===== src/rtl/scemi_out_pipe_packer.sv =====
// Packs fixed-width producer elements into one payload word for the SCE-MI output pipe.
// Messages leave when full, on end-of-message, on flush, or after an idle timeout.
//
// state  | meaning
// S_FILL | accepting elements into the payload slots
// S_SEND | holding a complete message until the pipe takes it
module scemi_out_pipe_packer #(
    parameter int BYTES_PER_ELEMENT    = 1,
    parameter int PAYLOAD_MAX_ELEMENTS = 4,
    parameter int FLUSH_TIMEOUT        = 0,
    localparam int EW                  = BYTES_PER_ELEMENT * 8,
    localparam int PAYLOAD_MAX_BITS    = PAYLOAD_MAX_ELEMENTS * EW
) (
    input  logic                        clk,
    input  logic                        rst,
    input  logic                        in_valid,
    output logic                        in_ready,
    input  logic [EW-1:0]               in_data,
    input  logic                        in_eom,
    input  logic                        flush_req,
    output logic                        flush_ack,
    output logic                        send_valid,
    input  logic                        send_ready,
    output logic [PAYLOAD_MAX_BITS-1:0] send_data,
    output logic [31:0]                 send_num_elements,
    output logic                        send_eom
);

    localparam int CW = $clog2(PAYLOAD_MAX_ELEMENTS + 1);
    localparam int TW = $clog2(FLUSH_TIMEOUT + 2);
    localparam logic [CW-1:0] LAST_SLOT = CW'(PAYLOAD_MAX_ELEMENTS - 1);
    localparam logic [TW-1:0] TMO_LAST  = TW'((FLUSH_TIMEOUT > 0) ? FLUSH_TIMEOUT - 1 : 0);

    typedef enum logic {
        S_FILL = 1'b0,
        S_SEND = 1'b1
    } state_t;

    state_t                      state_q, state_d;
    logic [CW-1:0]               count_q, count_d;
    logic [PAYLOAD_MAX_BITS-1:0] payload_q, payload_d;
    logic [TW-1:0]               tmo_q, tmo_d;
    logic                        pend_q, pend_d;
    logic                        eom_q, eom_d;
    logic                        empty_ack_q, empty_ack_d;

    logic accept;
    logic handshake;
    logic go_full, go_eom, go_flush, go_tmo;

    assign in_ready  = (state_q == S_FILL) && !rst;
    assign accept    = in_valid && in_ready;
    assign handshake = (state_q == S_SEND) && send_ready && !rst;

    always_comb begin
        state_d     = state_q;
        count_d     = count_q;
        payload_d   = payload_q;
        tmo_d       = tmo_q;
        pend_d      = pend_q;
        eom_d       = eom_q;
        empty_ack_d = 1'b0;
        go_full     = 1'b0;
        go_eom      = 1'b0;
        go_flush    = 1'b0;
        go_tmo      = 1'b0;

        case (state_q)
            S_FILL: begin
                if (accept) begin
                    for (int i = 0; i < PAYLOAD_MAX_ELEMENTS; i++) begin
                        if (count_q == CW'(i)) begin
                            payload_d[i*EW +: EW] = in_data;
                        end
                    end
                    count_d = count_q + CW'(1);
                    tmo_d   = '0;
                end else if (count_q != '0) begin
                    tmo_d = tmo_q + TW'(1);
                end else begin
                    tmo_d = '0;
                end

                go_full  = accept && (count_q == LAST_SLOT);
                go_eom   = accept && in_eom;
                go_flush = flush_req && ((count_q != '0) || accept);
                go_tmo   = (FLUSH_TIMEOUT > 0) && (count_q != '0) && !accept
                           && (tmo_q == TMO_LAST);

                // nothing buffered: acknowledge the flush without a message
                if (flush_req && (count_q == '0) && !accept) begin
                    empty_ack_d = 1'b1;
                end
                if (go_eom) begin
                    eom_d = 1'b1;
                end
                if (go_flush) begin
                    pend_d = 1'b1;
                end
                if (go_full || go_eom || go_flush || go_tmo) begin
                    state_d = S_SEND;
                    tmo_d   = '0;
                end
            end

            S_SEND: begin
                if (flush_req) begin
                    pend_d = 1'b1;
                end
                if (send_ready) begin
                    payload_d = '0;
                    count_d   = '0;
                    eom_d     = 1'b0;
                    pend_d    = 1'b0;
                    tmo_d     = '0;
                    state_d   = S_FILL;
                end
            end

            default: state_d = S_FILL;
        endcase
    end

    always_ff @(posedge clk) begin
        if (rst) begin
            state_q     <= S_FILL;
            count_q     <= '0;
            payload_q   <= '0;
            tmo_q       <= '0;
            pend_q      <= 1'b0;
            eom_q       <= 1'b0;
            empty_ack_q <= 1'b0;
        end else begin
            state_q     <= state_d;
            count_q     <= count_d;
            payload_q   <= payload_d;
            tmo_q       <= tmo_d;
            pend_q      <= pend_d;
            eom_q       <= eom_d;
            empty_ack_q <= empty_ack_d;
        end
    end

    // a flush arriving on the handshake cycle rides along with that message
    assign flush_ack         = empty_ack_q || (handshake && (pend_q || flush_req));
    assign send_valid        = (state_q == S_SEND);
    assign send_data         = payload_q;
    assign send_num_elements = {{(32-CW){1'b0}}, count_q};
    assign send_eom          = eom_q;

endmodule

===== config.mk =====
export PLATFORM = sky130hd
export DESIGN_NAME = scemi_out_pipe_packer
export DESIGN_NICKNAME = d
export VERILOG_FILES = /design/src/rtl/scemi_out_pipe_packer.sv
export SDC_FILE = /design/constraint.sdc
export NUM_CORES = 1
export LEC_CHECK = 0
export ABC_AREA = 1
export CAP_MARGIN = 20
export CORE_ASPECT_RATIO = 0.7
export CORE_MARGIN = 2
export CORE_UTILIZATION = 40
export CTS_BUF_LIST = sky130_fd_sc_hd__clkbuf_8
export DETAILED_ROUTE_END_ITERATION = 8
export PLACE_DENSITY = 0.73
export SYNTH_ARGS = -nofsm -noshare
export SYNTH_HDL_FRONTEND = slang
export SYNTH_SLANG_ARGS = --single-unit

===== constraint.sdc =====
create_clock -name clk -period 3.3 [get_ports clk]
set_input_delay 0.66 -clock clk [delete_from_list [all_inputs] [get_ports clk]]
set_output_delay 0.66 -clock clk [all_outputs]
set_load 0.005 [all_outputs]

==> results.py, run 1 <==
metrics = {
    "grt": {
        "grt_overflow": 0,
        "grt_use_total_pct": 16.82,
        "grt_pass1_wl_um": 7224,
        "antenna_found_initial": 0,
        "grt_pass1_vias": 1464,
        "grt_max_degree": 33,
    },
    "final_layout": {
        "final_nets": 332,
        "post-route-util_pct": 53.32,
        "instances_no_fill": 383,
        "syn_to_final_growth_pct": 28.22,
        "drive_gt1_share_pct": 7.006,
        "final_common_cell": "clkdlybuf4s50_1",
        "final_cell_mix": "clkdlybuf4s50_1 (52), nand3_1 (51), dfxtp_1 (39)",
        "diodes": 0,
    },
    "floorplanning": {
        "ioPinCount": 82,
        "start_util_pct": 41.58,
        "die_w_um": 88.51,
        "dieArea_um2": 5589,
        "core_area_um2": 4808,
        "die_h_um": 63.15,
        "rows": 21,
    },
    "critical_path": {
        "reg2reg_to": "send_data[8]",
        "worstPathArrival_ps": 2070,
        "rr_worst_depth": 6,
        "crit_path_start_kind": "input port",
        "r2r_slack_ps": 1550,
        "endpoint_kind": "output pin",
        "cp_top_family": "buffers and inverters",
        "worstPathMaxFanout": 25,
        "slowest_stage": "clkdlybuf4s50_1",
        "critPathKind": "input port to output pin",
        "cp.required_ps": 2640,
        "crit_buf_inv": 3,
        "critPathMaxStageDelay_ps": 530,
        "cp_common_cell": "clkdlybuf4s50_1",
        "r2r-start": "count_q[0]",
        "path_cells": "clkdlybuf4s50_1 > buf_4 > nor2_8 > clkdlybuf4s50_1",
    },
    "clocking": {
        "cts_root_buf": "clkbuf_8",
        "clk-insertion-delay-late_ps": 300,
        "postCtsHoldBufs": 0,
        "cts_tree": "built",
        "cts.clk_slew.worst_paths_ps": 80,
        "cts.sinks": 39,
        "cts_max_path_buffers": 2,
        "post-cts-setup-buffers": 0,
        "ctsResizeCount": 0,
        "cts_buffers": 5,
        "htreeDepth": 2,
    },
    "flow_run": {
        "cap_violations": 0,
    },
    "placement": {
        "numPortBuffers": 52,
        "dp_hpwl_um": 3317,
        "gp_congestion": 0.8262,
        "dp_cells": 375,
    },
    "synth": {
        "syn_area_per_cell_um2": 7.631,
        "synth_area_leader_cell": "dfxtp_1",
        "synth_seq_area_share_pct": 39.05,
        "netlist_area_um2": 1999,
        "ys_top_cells_by_area": "dfxtp_1 (39%), nand3_1 (13%), buf_4 (11%), a21oi_1 (6.5%), inv_1 (5.6%)",
        "synth_seq_cells": 39,
        "syn_inst": 262,
        "synth_top_cell_area_share_pct": 39.05,
        "yosysUniqueCellTypes": 27,
        "yosysWarnings": 0,
    },
    "sta": {
        "max_freq_mhz": 365.7,
        "setup_viol": 0,
        "period_share_pct": 82.85,
        "finClkSkew_ps": 13.59,
        "min_period_ps": 2734,
        "setup_tns_ps": 0,
        "rsz0062_at_grt": "false",
        "slew_violations": 0,
        "hold_violations": 0,
    },
    "drt": {
        "first_iter_violations": 132,
        "ant_nets": 0,
        "vias": 1728,
        "drtPass1Iterations": 4,
        "drt-total-wl_um": 4631,
        "drc": 0,
        "vias_per_cell": 4.512,
        "wire_per_inst_um": 12.09,
    },
    "power": {
        "peakVddDrop_mv": 0.2222,
        "p_leak_nw": 1.097,
        "power.total_w": 0.001252,
        "power_density_nw_per_um2": 488.5,
    },
    "run_status": {
        "status": "finished, final reports clean",
    },
    "min_path": {
        "worstHoldStart": "send_data[0]",
        "hold_end": "send_data[0]",
        "holdPathStages": 2,
        "hold_class": "flop to flop",
    },
}
-- layout make-up --
type,count,area (um2)
fillers,463,2245
clock buffers,5,68.82
multi-input cells,179,894.6
flip-flops and latches,39,780.7
clock inverters,3,63.81
repair buffers,55,543.0
inverters,33,126.4
well taps,69,86.33
-- stage by stage --
stage          hold slack (ps)  cell area, um2  worst slack (ps)
2_1_floorplan            474.3            2105              1321
3_3_place_gp             468.7            2431             551.0
3_5_place_dp             476.8            2431             557.1
4_1_cts                  488.8            2564             546.6
5_1_grt                  506.7            2564             457.9
6_report                 487.8            2564             565.8
-- sequential cells by signal, indices dropped and copies added, names as in the netlist --
signal,count
pend_q,1
send_eom,1
empty_ack_q,1
count_q,3
send_data,32
send_valid,1
-- power by group --
group	leakage, nW	switching (W)	total, W	internal (W)
clock	0.0695	0.000176	0.000475	0.000299
combinational	0.710	0.000148	0.000259	0.000111
sequential	0.317	0.0000185	0.000518	0.000500
-- layer usage --
| metal | wire (um) | GRT usage (%) | vias to the layer above | share of wire [%] |
|---|---|---|---|---|
| met4 | 45 | 4.924 | 0 | 0.97 |
| met1 | 2289 | 24.90 | 774 | 49 |
| met5 | 0 | 0 | - | 0 |
| met2 | 1918 | 22.56 | 64 | 41 |
| met3 | 378 | 6.160 | 5 | 8.2 |
| li1 | - | - | 885 | - |
-- synth_stat cells, drive strengths merged --
cell type,instances
a21oi,26
a22o,1
buf,36
clkbuf,3
conb,1
dfxtp,39
ha,5
inv,33
nand2,29
nand3,53
nor2,31
nor3,1
o211ai,1
o21ai,1
o21bai,1
o31ai,1
-- worst reg2reg max path: stages (launching register included) --
cell and delay, ps:
dfxtp_1 430, ha_1 190, inv_1 50, nor2_2 320, nand3_1 370, nand3_1 180
a21oi_1 80
-- cells by family after synthesis --
| kind of cell | count (synthesis) | synth area share (%) |
|---|---|---|
| fa+ha+maj | 5 | 3.129 |
| compound gates | 31 | 8.323 |
| flops | 39 | 39.05 |
| other cells | 1 | 0.1876 |
| buf+inv | 72 | 21.46 |
| simple gates | 114 | 27.85 |
-- worst max-delay path by stage --
stage | end | from | depth (start not counted)
CTS | flush_ack | rst | 5
global placement | flush_ack | rst | 5
floorplan | flush_ack | rst | 5
detailed placement | flush_ack | rst | 5
global route | flush_ack | rst | 5
finish | in_ready | rst | 4
Note: power is estimated with default switching activity, not from simulation.
==> run 2, diff against run 1 <==
Clock period 3.3 ns to 2.55 ns, I/O delays scaled along.
==> run 2 against run 1 <==
  * Non-clock buffer count grew 3
  * Clock-buffer cell count is the same
  * Cell area shrank 1.5%
  * Worst hold slack lost 5.6 ps
  * Die area is the same
  * Critical endpoint is now flush_ack
  * Utilization shrank 0.78 points
  * Worst setup slack lost 380 ps
  * First-iteration DRC count shrank 24%
  * Sequential power grew 30%
  * Largest cell class unchanged
  * Via count is essentially flat
  * Register-to-register slack lost 710 ps
==> results.py, run 2 (synthesized netlist as in run 1, its figures left out) <==
metrics = {
    "drt": {
        "first_iter_violations": 100,
        "ant_nets": 0,
        "drtPass1Iterations": 4,
        "drt-total-wl_um": 4707,
        "vias_per_cell": 4.503,
        "vias": 1729,
        "drc": 0,
        "wire_per_inst_um": 12.26,
    },
    "floorplanning": {
        "ioPinCount": 82,
        "rows": 21,
        "core_area_um2": 4808,
        "dieArea_um2": 5589,
        "die_h_um": 63.15,
        "die_w_um": 88.51,
        "start_util_pct": 41.58,
    },
    "critical_path": {
        "cp.required_ps": 2040,
        "worstPathMaxFanout": 2,
        "worstPathArrival_ps": 1850,
        "endpoint_kind": "output pin",
        "critPathKind": "input port to output pin",
        "crit_path_start_kind": "input port",
    },
    "clocking": {
        "cts_root_buf": "clkbuf_8",
        "cts_buffers": 5,
        "clk-insertion-delay-late_ps": 290,
        "postCtsHoldBufs": 0,
        "cts.sinks": 39,
        "cts_max_path_buffers": 2,
        "htreeDepth": 2,
        "post-cts-setup-buffers": 0,
        "cts.clk_slew.worst_paths_ps": 70,
        "cts_tree": "built",
        "ctsResizeCount": 0,
    },
    "run_status": {
        "status": "finished, final reports clean",
    },
    "final_layout": {
        "final_common_cell": "clkdlybuf4s50_1",
        "diodes": 0,
        "instances_no_fill": 384,
        "fill_cells": 464,
        "post-route-util_pct": 52.54,
        "final_cell_mix": "clkdlybuf4s50_1 (52), nand3_1 (51), dfxtp_1 (39)",
        "largest_register_ffs": 32,
        "final_nets": 335,
        "drive_gt1_share_pct": 7.302,
        "syn_to_final_growth_pct": 26.35,
    },
    "sta": {
        "hold_violations": 0,
        "period_share_pct": 92.60,
        "finClkSkew_ps": 7.868,
        "setup_tns_ps": 0,
        "min_period_ps": 2361,
        "setup_ws_ps": 188.7,
        "max_freq_mhz": 423.5,
        "slew_violations": 0,
        "setup_viol": 0,
        "rsz0062_at_grt": "false",
    },
    "grt": {
        "antenna_found_initial": 0,
        "grt_overflow": 0,
        "grt_max_degree": 33,
        "grt_pass1_vias": 1533,
        "grt_pass1_wl_um": 7479,
        "grt_use_total_pct": 17.45,
    },
    "power": {
        "power_density_nw_per_um2": 550.6,
        "power.total_w": 0.001391,
        "p_leak_nw": 1.083,
        "peakVddDrop_mv": 0.1902,
    },
    "placement": {
        "preCtsSetupSlack_ps": 183.1,
        "dp_cells": 378,
        "dp_hpwl_um": 3446,
        "numPortBuffers": 52,
        "gp_congestion": 0.8118,
    },
    "flow_run": {
        "cap_violations": 0,
    },
    "min_path": {
        "hold_class": "flop to flop",
    },
}
run 2: final cells by class:
type	count	area [um2]	share of cell area (%)
tap	69	86.33	3.418
timing repair buffer	58	565.5	22.39
sequential	39	780.7	30.91
inverter	33	126.4	5.002
clock buffer	5	68.82	2.724
clock inverter	1	3.754	0.1486
multi-input combinational	179	894.6	35.41
run 2: final timing paths:
kind / start / to / slack (ps) / depth (start not counted)
max: send_ready / flush_ack / 190 / 6
min: send_data[26] / send_data[26] / 480 / 2
max reg2reg: count_q[0] / send_data[17] / 840 / 7
min reg2reg: send_data[26] / send_data[26] / 480 / 2
run 2: critical path, cell delays in order:
cell and delay (ps):
clkdlybuf4s50_1 520, nand2_4 60, inv_1 80, nand2_1 50, o21bai_1 120, clkdlybuf4s50_1 510
run 2: stage by stage:
| stage | hold WS (ps) | instance area [um2] |
|---|---|---|
| after floorplan | 474.3 | 2105 |
| after global placement | 468.1 | 2454 |
| after detailed placement | 474.4 | 2454 |
| after CTS | 485.7 | 2526 |
| after global routing | 501.8 | 2526 |
| final | 482.2 | 2526 |
run 2: metal layers:
layer	share of wire, %	up-vias	global-route usage [%]
met5	0	-	0
met4	0.89	0	4.545
li1	-	893	-
met3	9.1	5	6.029
met1	48	764	25.37
met2	42	67	24.53
run 2: where the power goes:
part           total, W  leakage [nW]  internal (W)  switching [W]
combinational  0.000338         0.725      0.000148       0.000190
sequential     0.000672         0.317      0.000647      0.0000246
clock          0.000381        0.0413      0.000178       0.000202
total           0.00139          1.08      0.000974       0.000417
==> run 3, diff against run 2 <==
Settings changed: PLACE_DENSITY 0.73 to default, PLACE_DENSITY_LB_ADDON from default to 0.3.
==> run 3 against run 2 <==
  * Worst hold slack improved by 0.80 ps
  * Worst setup slack got worse by 10 ps
  * Sequential cell count unchanged
  * Routed wire length increased by 1.1%
  * Non-clock buffer count unchanged
  * Cell count increased by 0.52%
  * First-iteration DRC count increased by 18%
  * Total power increased by 12%
  * Global-route usage increased by 0.43 points
  * Sequential power about the same
  * Via count increased by 2.4%
  * Die area unchanged
==> results.py, run 3 (synthesized netlist as in run 1, its figures left out) <==
metrics = {
    "drt": {
        "vias_per_cell": 4.588,
        "vias": 1771,
        "drc": 0,
        "first_iter_violations": 118,
        "drtPass1Iterations": 4,
        "ant_nets": 0,
        "wire_per_inst_um": 12.33,
        "drt-total-wl_um": 4760,
    },
    "grt": {
        "grt_max_degree": 33,
        "grt_overflow": 0,
        "busiest_layer": "met1",
        "grt_pass1_wl_um": 7714,
        "grtUsageMet1_pct": 26.70,
        "antenna_found_initial": 0,
        "use_met3_pct": 5.111,
        "grt_use_total_pct": 17.89,
        "use_met2_pct": 24.53,
        "grt_pass1_vias": 1606,
    },
    "critical_path": {
        "rr_worst_depth": 6,
        "crit_path_start_kind": "input port",
        "worstPathArrival_ps": 1860,
        "cp-startpoint": "send_ready",
        "endpoint_kind": "output pin",
        "critPathKind": "input port to output pin",
        "cp.required_ps": 2040,
        "worstPathMaxFanout": 2,
        "r2r-start": "count_q[0]",
    },
    "final_layout": {
        "final_common_cell": "clkdlybuf4s50_1",
        "post-route-util_pct": 53.47,
        "largest_register_ffs": 32,
        "fill_cells": 478,
        "syn_to_final_growth_pct": 28.60,
        "drive_gt1_share_pct": 8.202,
        "final_nets": 335,
        "diodes": 0,
        "final_cell_mix": "clkdlybuf4s50_1 (52), nand3_1 (51), dfxtp_1 (39)",
    },
    "placement": {
        "numPortBuffers": 52,
        "dp_hpwl_um": 3481,
        "gp_congestion": 0.8417,
    },
    "floorplanning": {
        "rows": 21,
        "die_w_um": 88.51,
        "ioPinCount": 82,
        "dieArea_um2": 5589,
        "core_area_um2": 4808,
        "die_h_um": 63.15,
        "start_util_pct": 41.58,
    },
    "clocking": {
        "cts_buffers": 5,
        "cts_tree": "built",
        "cts.clk_slew.worst_paths_ps": 80,
        "cts_max_path_buffers": 2,
        "postCtsHoldBufs": 0,
        "cts_root_buf": "clkbuf_8",
        "post-cts-setup-buffers": 0,
        "cts.sinks": 39,
        "clk-insertion-delay-late_ps": 300,
        "ctsResizeCount": 0,
        "htreeDepth": 2,
    },
    "min_path": {
        "worstHoldStart": "send_data[27]",
        "hold_class": "flop to flop",
        "holdPathStages": 2,
    },
    "power": {
        "swShare_pct": 28.58,
        "intPower_w": 0.001112,
        "power_frac_seq_pct": 43.2,
        "clockPowerShare_pct": 35.1,
        "power_density_nw_per_um2": 605.7,
        "p_leak_nw": 1.103,
        "peakVddDrop_mv": 0.2259,
        "switchingPower_w": 0.0004452,
        "pwr-share-comb_pct": 21.7,
    },
    "sta": {
        "period_share_pct": 93.01,
        "hold_violations": 0,
        "slew_violations": 0,
        "min_period_ps": 2372,
        "rsz0062_at_grt": "false",
        "setup_tns_ps": 0,
        "setup_viol": 0,
        "finClkSkew_ps": 4.001,
        "max_freq_mhz": 421.6,
    },
    "flow_run": {
        "cap_violations": 0,
    },
    "run_status": {
        "status": "finished, final reports clean",
    },
}
==> run 3: routing by layer <==
| layer | share of wire (%) | up-vias | wire length, um |
|---|---|---|---|
| met5 | 0 | - | 0 |
| met4 | 0.95 | 0 | 45 |
| met3 | 8.2 | 5 | 389 |
| met2 | 42 | 76 | 1980 |
| met1 | 49 | 802 | 2344 |
| li1 | - | 888 | - |
==> run 3: stage by stage <==
| stage | hold slack, ps | area, um2 | total power (W) | cells | setup WS, ps |
|---|---|---|---|---|---|
| after floorplan | 474.3 | 2105 | 0.0009183 | 290 | 870.8 |
| after global placement | 468.2 | 2454 | 0.001023 | 378 | 194.8 |
| after detailed placement | 472.8 | 2454 | 0.001023 | 378 | 169.8 |
| after CTS | 485.6 | 2571 | 0.001562 | 386 | 160.7 |
| after global routing | 504.7 | 2571 | 0.001636 | 386 | 85.66 |
| final | 483.0 | 2571 | 0.001557 | 386 | 178.2 |
==> run 3: layout make-up <==
class                           count  area [um2]  share of cell area (%)
Clock inverter                      2       35.03                   1.363
Tap cell                           69       86.33                   3.358
Clock buffer                        6       82.58                   3.212
Sequential cell                    39       780.7                   30.36
Inverter                           33       126.4                   4.915
Multi-Input combinational cell    179       894.6                   34.79
Timing Repair Buffer               58       565.5                   22.00
==> run 3: worst paths after layout <==
path | end | slack [ps]
max | flush_ack | 180
min | send_data[27] | 480
max reg2reg | send_data[15] | 850
min reg2reg | send_data[27] | 480
==> run 3: power by group through the flow <==
stage	Clock [W]	Combinational, W	Sequential (W)
after floorplan	0	0.000230	0.000688
after global placement	0	0.000336	0.000687
after detailed placement	0	0.000337	0.000687
after CTS	0.000551	0.000339	0.000673
after global routing	0.000580	0.000378	0.000678
final	0.000547	0.000339	0.000672
==> run 3: worst max-delay path, cell delays in order <==
cell             delay [ps]
clkdlybuf4s50_1         530
nand2_4                  60
inv_1                    80
nand2_1                  60
o21bai_1                110
clkdlybuf4s50_1         510
==> RTL change (flow settings as in run 2) <==
Reset style: asynchronous (`rst`), changed in one clocked block.
--- a/src/rtl/scemi_out_pipe_packer.sv
+++ b/src/rtl/scemi_out_pipe_packer.sv
@@ -123,3 +123,3 @@
 
-    always_ff @(posedge clk) begin
+    always_ff @(posedge clk or posedge rst) begin
         if (rst) begin
Check against the original RTL: differs if rst is asserted again (counterexample within 4 cycles, from zero or initial values and one cycle with rst high); with rst held inactive, the same outputs for 10 cycles.
==> RTL change against run 2 <==
Area after synthesis fell by 2.3%. Wire length fell by 9.1%. Final area rose by 1.6%. Final cell count fell by 11%. Clock skew fell by 0.0049 ns. Sequential cell count did not move. Register-to-register slack improved by 0.19 ns. Worst hold slack got worse by 0.0072 ns. Setup slack got worse by 0.033 ns.
Power is not compared: it rests on default switching activity, and its combinational part moved more than twofold at a synthesized area within 25%.
==> RTL change: results (changes against run 2) <==
| Metric | Value |
|---|---|
| Tot GR Track Use | 0.169 (was 0.175) |
| Post-DP HPWL | 3170 um (was 3450 um) |
| Run status | finished clean (unchanged) |
| Total number of vias | 1507 (was 1729) |
| Adder-Cell Fraction of Synth Area | 0.0320 (was 0.0313) |
| GP Congestion | 0.764 (was 0.812) |
| Worst Path Max Fanout | 4 (was 2) |
| Top post-synthesis cells by area | dfrtp_1 (50%), nand2_1 (17%), buf_4 (11%) (was dfxtp_1 (39%), nand3_1 (13%), buf_4 (11%)) |
| Top cells by count, synth | nand2_1 (88), dfrtp_1 (39), buf_4 (29) (was nand3_1 (51), dfxtp_1 (39), inv_1 (30)) |
| Post-synth ARST share | 1.00 (was 0) |
| Sequential share of the synthesized area | 0.500 (was 0.390) |
| Vias in the first global route | 1427 (was 1533) |
| Post-DR wirelength/cell | 12.5 um (was 12.3 um) |
| Compound-cell area share of the yosys netlist | 0.0288 (was 0.0832) |
| I/O Buffers | 52 (unchanged) |
| Nets | 304 (was 335) |
| First-pass GRT wire length | 7160 um (was 7480 um) |
| Yosys warns | 0 (unchanged) |
| Non-filler cells, final | 343 (was 384) |
| Fill cells | 452 (was 464) |
| Layout cell share with drive strength beyond 1 | 0.0734 (was 0.0730) |
| Synth cell types | 21 (was 27) |
| Drt pass-1 iters | 5 (was 4) |
| Switching fraction of total power | 0.324 |
| Starting DRT DRC Count | 58 (was 100) |
| Ys flop type | dfrtp_1 (was dfxtp_1) |
| CP arrival | 1.88 ns (was 1.85 ns) |
## RTL change: changes by cell type after synthesis, moves of 3 or more
cell / change
a21oi_1: -24
buf_6: -3
nand2_1: +62
nand3_1: -35
inv_1: -13
nor2_1: -18
dfxtp_1: -39
dfrtp_1: +39
nor2_4: +3
## RTL change: layer usage
layer	wire [um]	part of all wire	vias to the layer above	track usage
met4	10	0.0023	0	0.0365
met2	1860	0.43	58	0.232
met3	235	0.055	2	0.0528
met1	2180	0.51	687	0.261
met5	0	0	-	0
li1	-	-	760	-
## RTL change: layout make-up
type	count	area (um^2)	share of cell area
clock inverter	3	63.8	0.0249
timing repair buffer	54	536	0.209
sequential	39	976	0.380
inverter	17	63.8	0.0249
multi-input combinational	168	787	0.307
clock buffer	5	68.8	0.0268
tap	57	71.3	0.0278
## RTL change: path summary, 6_finish.rpt
path | to | start | slack, ns | cells past startpoint
max | flush_ack | send_ready | 0.16 | 5
min | send_data[30] | send_data[30] | 0.48 | 2
max reg2reg | send_data[11] | send_valid | 1.03 | 5
min reg2reg | send_data[30] | send_data[30] | 0.48 | 2
max in group asynchronous | send_data[24] | rst | 1.45 | 3
min in group asynchronous | send_data[12] | rst | 0.76 | 3
## RTL change: worst max-delay path, cell delays in order
cell and delay [ns]:
clkdlybuf4s50_1 0.47, nand2_1 0.07, inv_1 0.16, a31o_2 0.17, clkdlybuf4s50_1 0.50
## RTL change: through the flow
step / util / hold WS [ns] / area (um^2) / setup slack (ns)
2_1_floorplan: - / 0.465 / 2060 / 0.423
3_3_place_gp: 0.515 / 0.456 / 2430 / 0.190
3_5_place_dp: 0.515 / 0.462 / 2430 / 0.153
4_1_cts: 0.543 / 0.482 / 2570 / 0.144
5_1_grt: 0.543 / 0.502 / 2570 / 0.0554
6_report: 0.543 / 0.475 / 2570 / 0.156
